$ cat src/rtl/mole_pkg.sv
// Shared types and helpers for the mole round sequencer.
// Latency: none (declarations only).
// Backpressure: not applicable.
package mole_pkg;

  typedef enum logic [2:0] {
    S_IDLE,
    S_REQ,
    S_SAMPLE,
    S_SHOW,
    S_GAP,
    S_DONE
  } state_t;

  // Width of the score, miss and round counters.
  localparam int SCORE_W = 8;

  // Consecutive bad random values tolerated before a fallback mole is forced.
  localparam int RETRY_LIMIT = 3;
  localparam int RETRY_W     = $clog2(RETRY_LIMIT + 1);

  // Counter increment that sticks at all-ones instead of wrapping.
  function automatic logic [SCORE_W-1:0] sat_inc(input logic [SCORE_W-1:0] v);
    return (v == '1) ? v : v + 1'b1;
  endfunction

endpackage

$ cat src/rtl/mole_round_ctrl_if.sv
// Bundles the sequencer's game-side signals: random source, keys, LEDs, scores.
// Latency: none (wiring only).
// Backpressure: none; rnd_req is a one-cycle pulse answered one cycle later.
interface mole_round_ctrl_if #(
  parameter int LED_W = 8
);
  import mole_pkg::*;

  logic               tick;
  logic               start;
  logic [LED_W-1:0]   rnd_data;
  logic               rnd_req;
  logic [LED_W-1:0]   key_n;
  logic [LED_W-1:0]   mole_n;
  logic [SCORE_W-1:0] score;
  logic [SCORE_W-1:0] miss;
  logic               busy;
  logic               done;

  // The round controller.
  modport master (
    input  tick, start, rnd_data, key_n,
    output rnd_req, mole_n, score, miss, busy, done
  );

  // The surrounding game logic (random block, buttons, display).
  modport slave (
    output tick, start, rnd_data, key_n,
    input  rnd_req, mole_n, score, miss, busy, done
  );

endinterface

$ cat src/rtl/mole_key_edge.sv
// Synchronises active-low buttons and flags each new press as a one-clk pulse.
// Latency: press sampled at edge E0 shows on fall after E1.
// Backpressure: none; a held key yields a single pulse.
module mole_key_edge #(
  parameter int W = 8
) (
  input  logic         clk,
  input  logic         rst,
  input  logic [W-1:0] key_n,
  output logic [W-1:0] fall
);

  logic [W-1:0] sync1;
  logic [W-1:0] sync2;
  logic [W-1:0] prev;

  // Two-flop synchroniser followed by a history register; idle level is released (high).
  always_ff @(posedge clk) begin
    if (!rst) begin
      sync1 <= '1;
      sync2 <= '1;
      prev  <= '1;
    end else begin
      sync1 <= key_n;
      sync2 <= sync1;
      prev  <= sync2;
    end
  end

  // High-to-low transition of the synchronised key.
  assign fall = prev & ~sync2;

endmodule

$ cat src/rtl/mole_round_ctrl.sv
// Round sequencer: fetches a one-hot mole, lights it, judges presses, keeps score.
// Latency: REQ->SAMPLE->SHOW one clk each; key press scores at E2 (sync + edge).
// Backpressure: none; build option MOLE_NO_REPEAT_EN refuses back-to-back repeats.
module mole_round_ctrl
  import mole_pkg::*;
#(
  parameter int LED_W     = 8,
  parameter int ON_TICKS  = 750,
  parameter int GAP_TICKS = 250,
  parameter int ROUNDS    = 20
) (
  input  logic              clk,
  input  logic              rst,
  mole_round_ctrl_if.master bus
);

  // One timer serves both the lit window and the dark gap.
  localparam int T_MAX = (ON_TICKS > GAP_TICKS) ? ON_TICKS : GAP_TICKS;
  localparam int TW    = (T_MAX > 1) ? $clog2(T_MAX) : 1;

  localparam logic [TW-1:0]      ON_LAST   = TW'(ON_TICKS - 1);
  localparam logic [TW-1:0]      GAP_LAST  = TW'(GAP_TICKS - 1);
  localparam logic [SCORE_W-1:0] ROUND_END = SCORE_W'(ROUNDS);
  localparam logic [RETRY_W-1:0] RETRY_MAX = RETRY_W'(RETRY_LIMIT);

  state_t             state_q, state_d;
  logic [LED_W-1:0]   mole_q, mole_d;
  logic [TW-1:0]      timer_q, timer_d;
  logic [SCORE_W-1:0] round_q, round_d;
  logic [SCORE_W-1:0] score_q, score_d;
  logic [SCORE_W-1:0] miss_q, miss_d;
  logic [RETRY_W-1:0] retry_q, retry_d;
  logic               req;
  logic [LED_W-1:0]   fall;
  logic               rnd_bad;
  logic [LED_W-1:0]   fallback;
  logic [SCORE_W-1:0] round_inc;

  mole_key_edge #(
    .W (LED_W)
  ) u_key_edge (
    .clk   (clk),
    .rst   (rst),
    .key_n (bus.key_n),
    .fall  (fall)
  );

`ifdef MOLE_NO_REPEAT_EN
  logic [LED_W-1:0] prev_q;

  // Remember the mole accepted for the current round so the next one can refuse a repeat.
  always_ff @(posedge clk) begin
    if (!rst) begin
      prev_q <= '0;
    end else if (state_q == S_SAMPLE && state_d == S_SHOW) begin
      prev_q <= mole_d;
    end
  end

  assign rnd_bad  = !$onehot(bus.rnd_data) || (bus.rnd_data == prev_q);
  // No previous mole yet (first round after reset) falls back to hole 0.
  assign fallback = (prev_q == '0) ? LED_W'(1) : {prev_q[LED_W-2:0], prev_q[LED_W-1]};
`else
  assign rnd_bad  = !$onehot(bus.rnd_data);
  assign fallback = LED_W'(1);
`endif

  assign round_inc = round_q + 1'b1;

  // State and datapath registers; reset wins over everything else.
  always_ff @(posedge clk) begin
    if (!rst) begin
      state_q <= S_IDLE;
      mole_q  <= '0;
      timer_q <= '0;
      round_q <= '0;
      score_q <= '0;
      miss_q  <= '0;
      retry_q <= '0;
    end else begin
      state_q <= state_d;
      mole_q  <= mole_d;
      timer_q <= timer_d;
      round_q <= round_d;
      score_q <= score_d;
      miss_q  <= miss_d;
      retry_q <= retry_d;
    end
  end

  // Next-state logic: round sequencing, mole selection, hit/timeout judging.
  always_comb begin
    state_d = state_q;
    mole_d  = mole_q;
    timer_d = timer_q;
    round_d = round_q;
    score_d = score_q;
    miss_d  = miss_q;
    retry_d = retry_q;
    req     = 1'b0;

    unique case (state_q)
      S_IDLE, S_DONE: begin
        if (bus.start) begin
          score_d = '0;
          miss_d  = '0;
          round_d = '0;
          retry_d = '0;
          state_d = S_REQ;
        end
      end

      S_REQ: begin
        req     = 1'b1;
        state_d = S_SAMPLE;
      end

      S_SAMPLE: begin
        mole_d = bus.rnd_data;
        if (rnd_bad && retry_q != RETRY_MAX) begin
          retry_d = retry_q + 1'b1;
          state_d = S_REQ;
        end else begin
          if (rnd_bad) begin
            mole_d = fallback;
          end
          retry_d = '0;
          timer_d = '0;
          state_d = S_SHOW;
        end
      end

      S_SHOW: begin
        // A hit takes priority over a timeout landing on the same cycle.
        if ((fall & mole_q) != '0) begin
          score_d = sat_inc(score_q);
          timer_d = '0;
          state_d = S_GAP;
        end else if (bus.tick) begin
          if (timer_q == ON_LAST) begin
            miss_d  = sat_inc(miss_q);
            timer_d = '0;
            state_d = S_GAP;
          end else begin
            timer_d = timer_q + 1'b1;
          end
        end
      end

      S_GAP: begin
        if (bus.tick) begin
          if (timer_q == GAP_LAST) begin
            timer_d = '0;
            round_d = round_inc;
            state_d = (round_inc == ROUND_END) ? S_DONE : S_REQ;
          end else begin
            timer_d = timer_q + 1'b1;
          end
        end
      end

      default: state_d = S_IDLE;
    endcase
  end

  assign bus.rnd_req = req;
  assign bus.mole_n  = (state_q == S_SHOW) ? ~mole_q : '1;
  assign bus.score   = score_q;
  assign bus.miss    = miss_q;
  assign bus.busy    = !(state_q == S_IDLE || state_q == S_DONE);
  assign bus.done    = (state_q == S_DONE);

endmodule
$ cat src/flat_wrapper.sv
// flat-port wrapper written by rule: the top's interface ports become plain ports
module mole_round_ctrl_flat import mole_pkg::*;
#(
  parameter int LED_W     = 8,
  parameter int ON_TICKS  = 750,
  parameter int GAP_TICKS = 250,
  parameter int ROUNDS    = 20
)
  (clk, rst, bus_tick, bus_start, bus_rnd_data, bus_key_n, bus_rnd_req, bus_mole_n, bus_score, bus_miss, bus_busy, bus_done);
  mole_round_ctrl_if #(.LED_W(LED_W)) bus_i ();
  input  logic clk;
  input  logic rst;
  input wire logic [$bits(bus_i.tick)-1:0] bus_tick;
  input wire logic [$bits(bus_i.start)-1:0] bus_start;
  input wire logic [$bits(bus_i.rnd_data)-1:0] bus_rnd_data;
  input wire logic [$bits(bus_i.key_n)-1:0] bus_key_n;
  output wire logic [$bits(bus_i.rnd_req)-1:0] bus_rnd_req;
  output wire logic [$bits(bus_i.mole_n)-1:0] bus_mole_n;
  output wire logic [$bits(bus_i.score)-1:0] bus_score;
  output wire logic [$bits(bus_i.miss)-1:0] bus_miss;
  output wire logic [$bits(bus_i.busy)-1:0] bus_busy;
  output wire logic [$bits(bus_i.done)-1:0] bus_done;
  assign bus_i.tick = bus_tick;
  assign bus_i.start = bus_start;
  assign bus_i.rnd_data = bus_rnd_data;
  assign bus_i.key_n = bus_key_n;
  assign bus_rnd_req = bus_i.rnd_req;
  assign bus_mole_n = bus_i.mole_n;
  assign bus_score = bus_i.score;
  assign bus_miss = bus_i.miss;
  assign bus_busy = bus_i.busy;
  assign bus_done = bus_i.done;
  mole_round_ctrl #(.LED_W(LED_W), .ON_TICKS(ON_TICKS), .GAP_TICKS(GAP_TICKS), .ROUNDS(ROUNDS)) u_core (.clk(clk), .rst(rst), .bus(bus_i));
endmodule
$ cat config.mk
export PLATFORM = sky130hd
export DESIGN_NAME = mole_round_ctrl_flat
export DESIGN_NICKNAME = d
export VERILOG_FILES = /design/src/rtl/mole_pkg.sv /design/src/rtl/mole_round_ctrl_if.sv /design/src/rtl/mole_key_edge.sv /design/src/rtl/mole_round_ctrl.sv /design/src/flat_wrapper.sv
export SDC_FILE = /design/constraint.sdc
export NUM_CORES = 1
export LEC_CHECK = 0
export CORE_UTILIZATION = 59
export CTS_CLUSTER_SIZE = 12
export DETAILED_ROUTE_END_ITERATION = 8
export PLACE_DENSITY_LB_ADDON = 0.25
export SYNTH_ARGS = -nofsm -noshare
export SYNTH_HDL_FRONTEND = slang
export SYNTH_SLANG_ARGS = --single-unit
$ cat constraint.sdc
create_clock -name clk -period 10.5 [get_ports clk]
set_clock_uncertainty 0.15 [all_clocks]
set_input_delay 1.05 -clock clk [delete_from_list [all_inputs] [get_ports clk]]
set_output_delay 1.05 -clock clk [all_outputs]
set_load 0.005 [all_outputs]
==> load_flow_metrics.sql <==
INSERT INTO impl_metrics (metric_group, metric, value, unit) VALUES
('synth', 'post_synth_adder_cell_area', '0.0697', ''),
('critical_path', 'critical_path_class', 'in -> reg', ''),
('timing', 'period_needed', '5.11', 'ns'),
('critical_path', 'critical_path.max_stage_delay', '0.54', 'ns'),
('critical_path', 'worstSetupStartpointType', 'input pin', ''),
('finish', 'fin_nets', '473', ''),
('power_and_ir_drop', 'ir_drop', '0.133', 'mV'),
('finish', 'ratio_of_cells_with_drive_above_1_in_the_final_layout', '0.0703', ''),
('timing', 'final.setup.tns', '0', 'ns'),
('global_routing', 'gr-total-overflow', '0', ''),
('clocking', 'postCtsSetupRepairBufs', '0', ''),
('placed_design', 'numPlacedInstances', '497', ''),
('clocking', 'tritoncts.num_buffers', '9', ''),
('finish', 'flow.area_growth_from_synthesis', '20.4', '%'),
('global_routing', 'groute.usage.overall', '0.268', ''),
('clocking', 'tritoncts_clock_tree', 'done', ''),
('clocking', 'cts_sinks', '71', ''),
('clocking', 'clk_pin_slew', '0.08', 'ns'),
('global_routing', 'grt_antenna_before_repair', '0', ''),
('global_routing', 'first_global_vias', '2794', ''),
('synth', 'synth-simple-area-share', '0.279', ''),
('detailed_routing', 'drcViolationCount', '0', ''),
('timing', 'worst-slew-pin-transition', '1.14', 'ns'),
('detailed_routing', 'detail_route.iter0.violations', '218', ''),
('placed_design', 'hpwlAfterDp', '5.27', 'mm'),
('synth', 'synth-warning-count', '0', ''),
('synth', 'synthXorXnorAreaFrac', '0.0226', ''),
('floorplan', 'ios', '47', ''),
('detailed_routing', 'detail_route.first_pass.iterations', '4', ''),
('synth', 'synthesis.instances', '394', ''),
('timing', 'fin_crit_sh', '0.487', ''),
('clocking', 'clockBufferDepth', '2', ''),
('synth', 'synth_fp_nets', '431', ''),
('detailed_routing', 'detailroute.via_count', '3042', ''),
('synth', 'muxShareOfSynthArea', '0.00611', ''),
('floorplan', 'die_w', '78.8', 'um'),
('critical_path', 'worstPathRequired', '10.64', 'ns'),
('finish', 'final_cell_count_no_fill', '513', ''),
('timing', 'maxSlewViolCount', '0', ''),
('critical_path', 'worstPathCellList', 'clkdlybuf4s50_1, ha_1, fa_1, inv_1, fa_1, inv_1, ha_1, fa_1, nor4b_2, o311ai_1, a21o_4, a21o_1, or4_1, a21oi_1', ''),
('flow_run', 'drv.max_cap_violation_count', '0', ''),
('critical_path', 'cpMostUsedCell', 'sky130_fd_sc_hd__fa_1', ''),
('status', 'status', 'finished clean', ''),
('synth', 'synth_ff_type', 'sky130_fd_sc_hd__dfxtp_1', ''),
('synth', 'synth_compound_area_frac', '0.173', ''),
('synth', 'synth.yosys.seq_area_share', '0.408', ''),
('floorplan', 'placementRows', '27', ''),
('critical_path', 'timing.critical_path.to_type', 'flop', ''),
('clocking', 'cts-hold-fix-buffers', '0', ''),
('timing', 'grt_setup_unrepaired', 'false', ''),
('min_path', 'timing.hold.worst.class', 'reg -> reg', ''),
('floorplan', 'dieHeight', '78.8', 'um'),
('global_routing', 'grt_first_pass_wirelength', '13.0', 'mm'),
('synth', 'edff_count_synth', '0', ''),
('placed_design', 'port_buffers', '46', ''),
('timing', 'timing.final.ws_setup', '5.39', 'ns'),
('power_and_ir_drop', 'power_density', '186', 'nW/um2'),
('synth', 'largest_family_of_logic_cells_by_synthesized_area', 'simple AND/OR/NAND/NOR gates', ''),
('timing', 'whs', '0.262', 'ns'),
('placed_design', 'gpl.final_weighted_congestion', '0.900', ''),
('synth', 'netlist_area', '3480', 'um2'),
('synth', 'synth.lib_cells_used.distinct', '62', ''),
('synth', 'synth.ff_latch_count', '71', ''),
('critical_path', 'crit_slowest_cell', 'sky130_fd_sc_hd__fa_1', ''),
('critical_path', 'critical_path_arrival', '5.25', 'ns'),
('floorplan', 'area_of_the_die', '6210', 'um2'),
('timing', 'headroom_to_the_max_slew_limit', '0.238', ''),
('floorplan', 'core', '5610', 'um2'),
('detailed_routing', 'average_wire_length_per_cell_after_detail_routing', '15.0', 'um'),
('floorplan', 'floorplan.initialDensity', '0.621', ''),
('timing', 'finalHoldViolCount', '0', '');
==> report_power, final <==
group	switching (uW)	total (uW)	internal, uW
sequential	24.6	312	287
combinational	133	221	88.0
clock	110	246	135
==> cells in the final DEF (no fill, tap or decap), drive strengths merged, types with 9 or more instances in the layout <==
cell / instances
clkdlybuf4s50: 46
dfxtp: 71
nand2: 30
and3: 11
o21ai: 12
inv: 17
clkbuf: 10
nand2b: 25
a31oi: 10
or3: 9
nand3b: 10
nor2: 33
a21oi: 26
ha: 13
nand3: 14
==> worst max-delay path, delay by kind of cell <==
kind	cells	cell delay (ns)
fa+ha+maj	5	1.95
simple gates	2	0.87
compound gates	4	0.83
buf+inv	3	0.54
==> cells in the mapped netlist, types with 11 or more instances <==
master                     instances  area share
sky130_fd_sc_hd__nand3_1          14       0.020
sky130_fd_sc_hd__clkbuf_1         15       0.016
sky130_fd_sc_hd__nand2b_1         25       0.045
sky130_fd_sc_hd__o21ai_0          11       0.016
sky130_fd_sc_hd__nor2_1           33       0.036
sky130_fd_sc_hd__nand2_1          30       0.032
sky130_fd_sc_hd__dfxtp_1          71        0.41
sky130_fd_sc_hd__inv_1            16       0.017
sky130_fd_sc_hd__ha_1             13       0.047
sky130_fd_sc_hd__a21oi_1          26       0.037
==> metrics by stage <==
stage / util / cell area (um2) / total power, uW
5_1_grt: 0.747 / 4190 / 823
6_report: 0.747 / 4190 / 779
4_1_cts: 0.747 / 4190 / 779
2_1_floorplan: - / 3480 / 477
3_3_place_gp: 0.708 / 3970 / 526
3_5_place_dp: 0.708 / 3970 / 534
==> path summary, 6_finish.rpt <==
check                        startpoint  cells after the start                         end  slack (ns)
max                     bus_rnd_data[0]                     14           u_core.timer_q[6]        5.39
min          u_core.u_key_edge.sync1[3]                      1  u_core.u_key_edge.sync2[3]        0.26
max reg2reg           u_core.timer_q[1]                      8           u_core.state_q[0]        7.70
min reg2reg  u_core.u_key_edge.sync1[3]                      1  u_core.u_key_edge.sync2[3]        0.26
==> state kept, by name (all words and copies together) (netlist names) <==
signal                   flops
u_core.timer_q              10
u_core.round_q               8
u_core.u_key_edge.sync2      8
u_core.mole_q                8
u_core.state_q               3
u_core.bus.score             8
u_core.u_key_edge.sync1      8
u_core.bus.miss              8
u_core.u_key_edge.prev       8
u_core.retry_q               2
==> layer usage <==
layer / GRT usage / routed length, um
met1: 0.339 / 3520
met2: 0.435 / 3610
met3: 0.0678 / 418
met4: 0.113 / 156
met5: 0 / 0
==> final cells by class <==
cell class	count	area [um2]	share of cell area
Clock buffer	10	128	0.0304
Timing Repair Buffer	49	483	0.115
Inverter	16	60.1	0.0143
Multi-Input combinational cell	289	1920	0.457
Sequential cell	71	1420	0.339
Tap cell	72	90.1	0.0215
Clock inverter	6	93.8	0.0224
==> kinds of logic (layout without fill, tap and decap cells) <==
kind of cell | Yosys count | in the layout
and+or+nand+nor | 171 | 171
DFF | 71 | 71
xor gates and xnor gates | 9 | 9
buffers and inverters | 34 | 81
muxes | 2 | 2
adders and majority gates | 17 | 17
AOI/OAI and AO/OA | 90 | 90
Note: power is estimated with default switching activity, not from simulation.
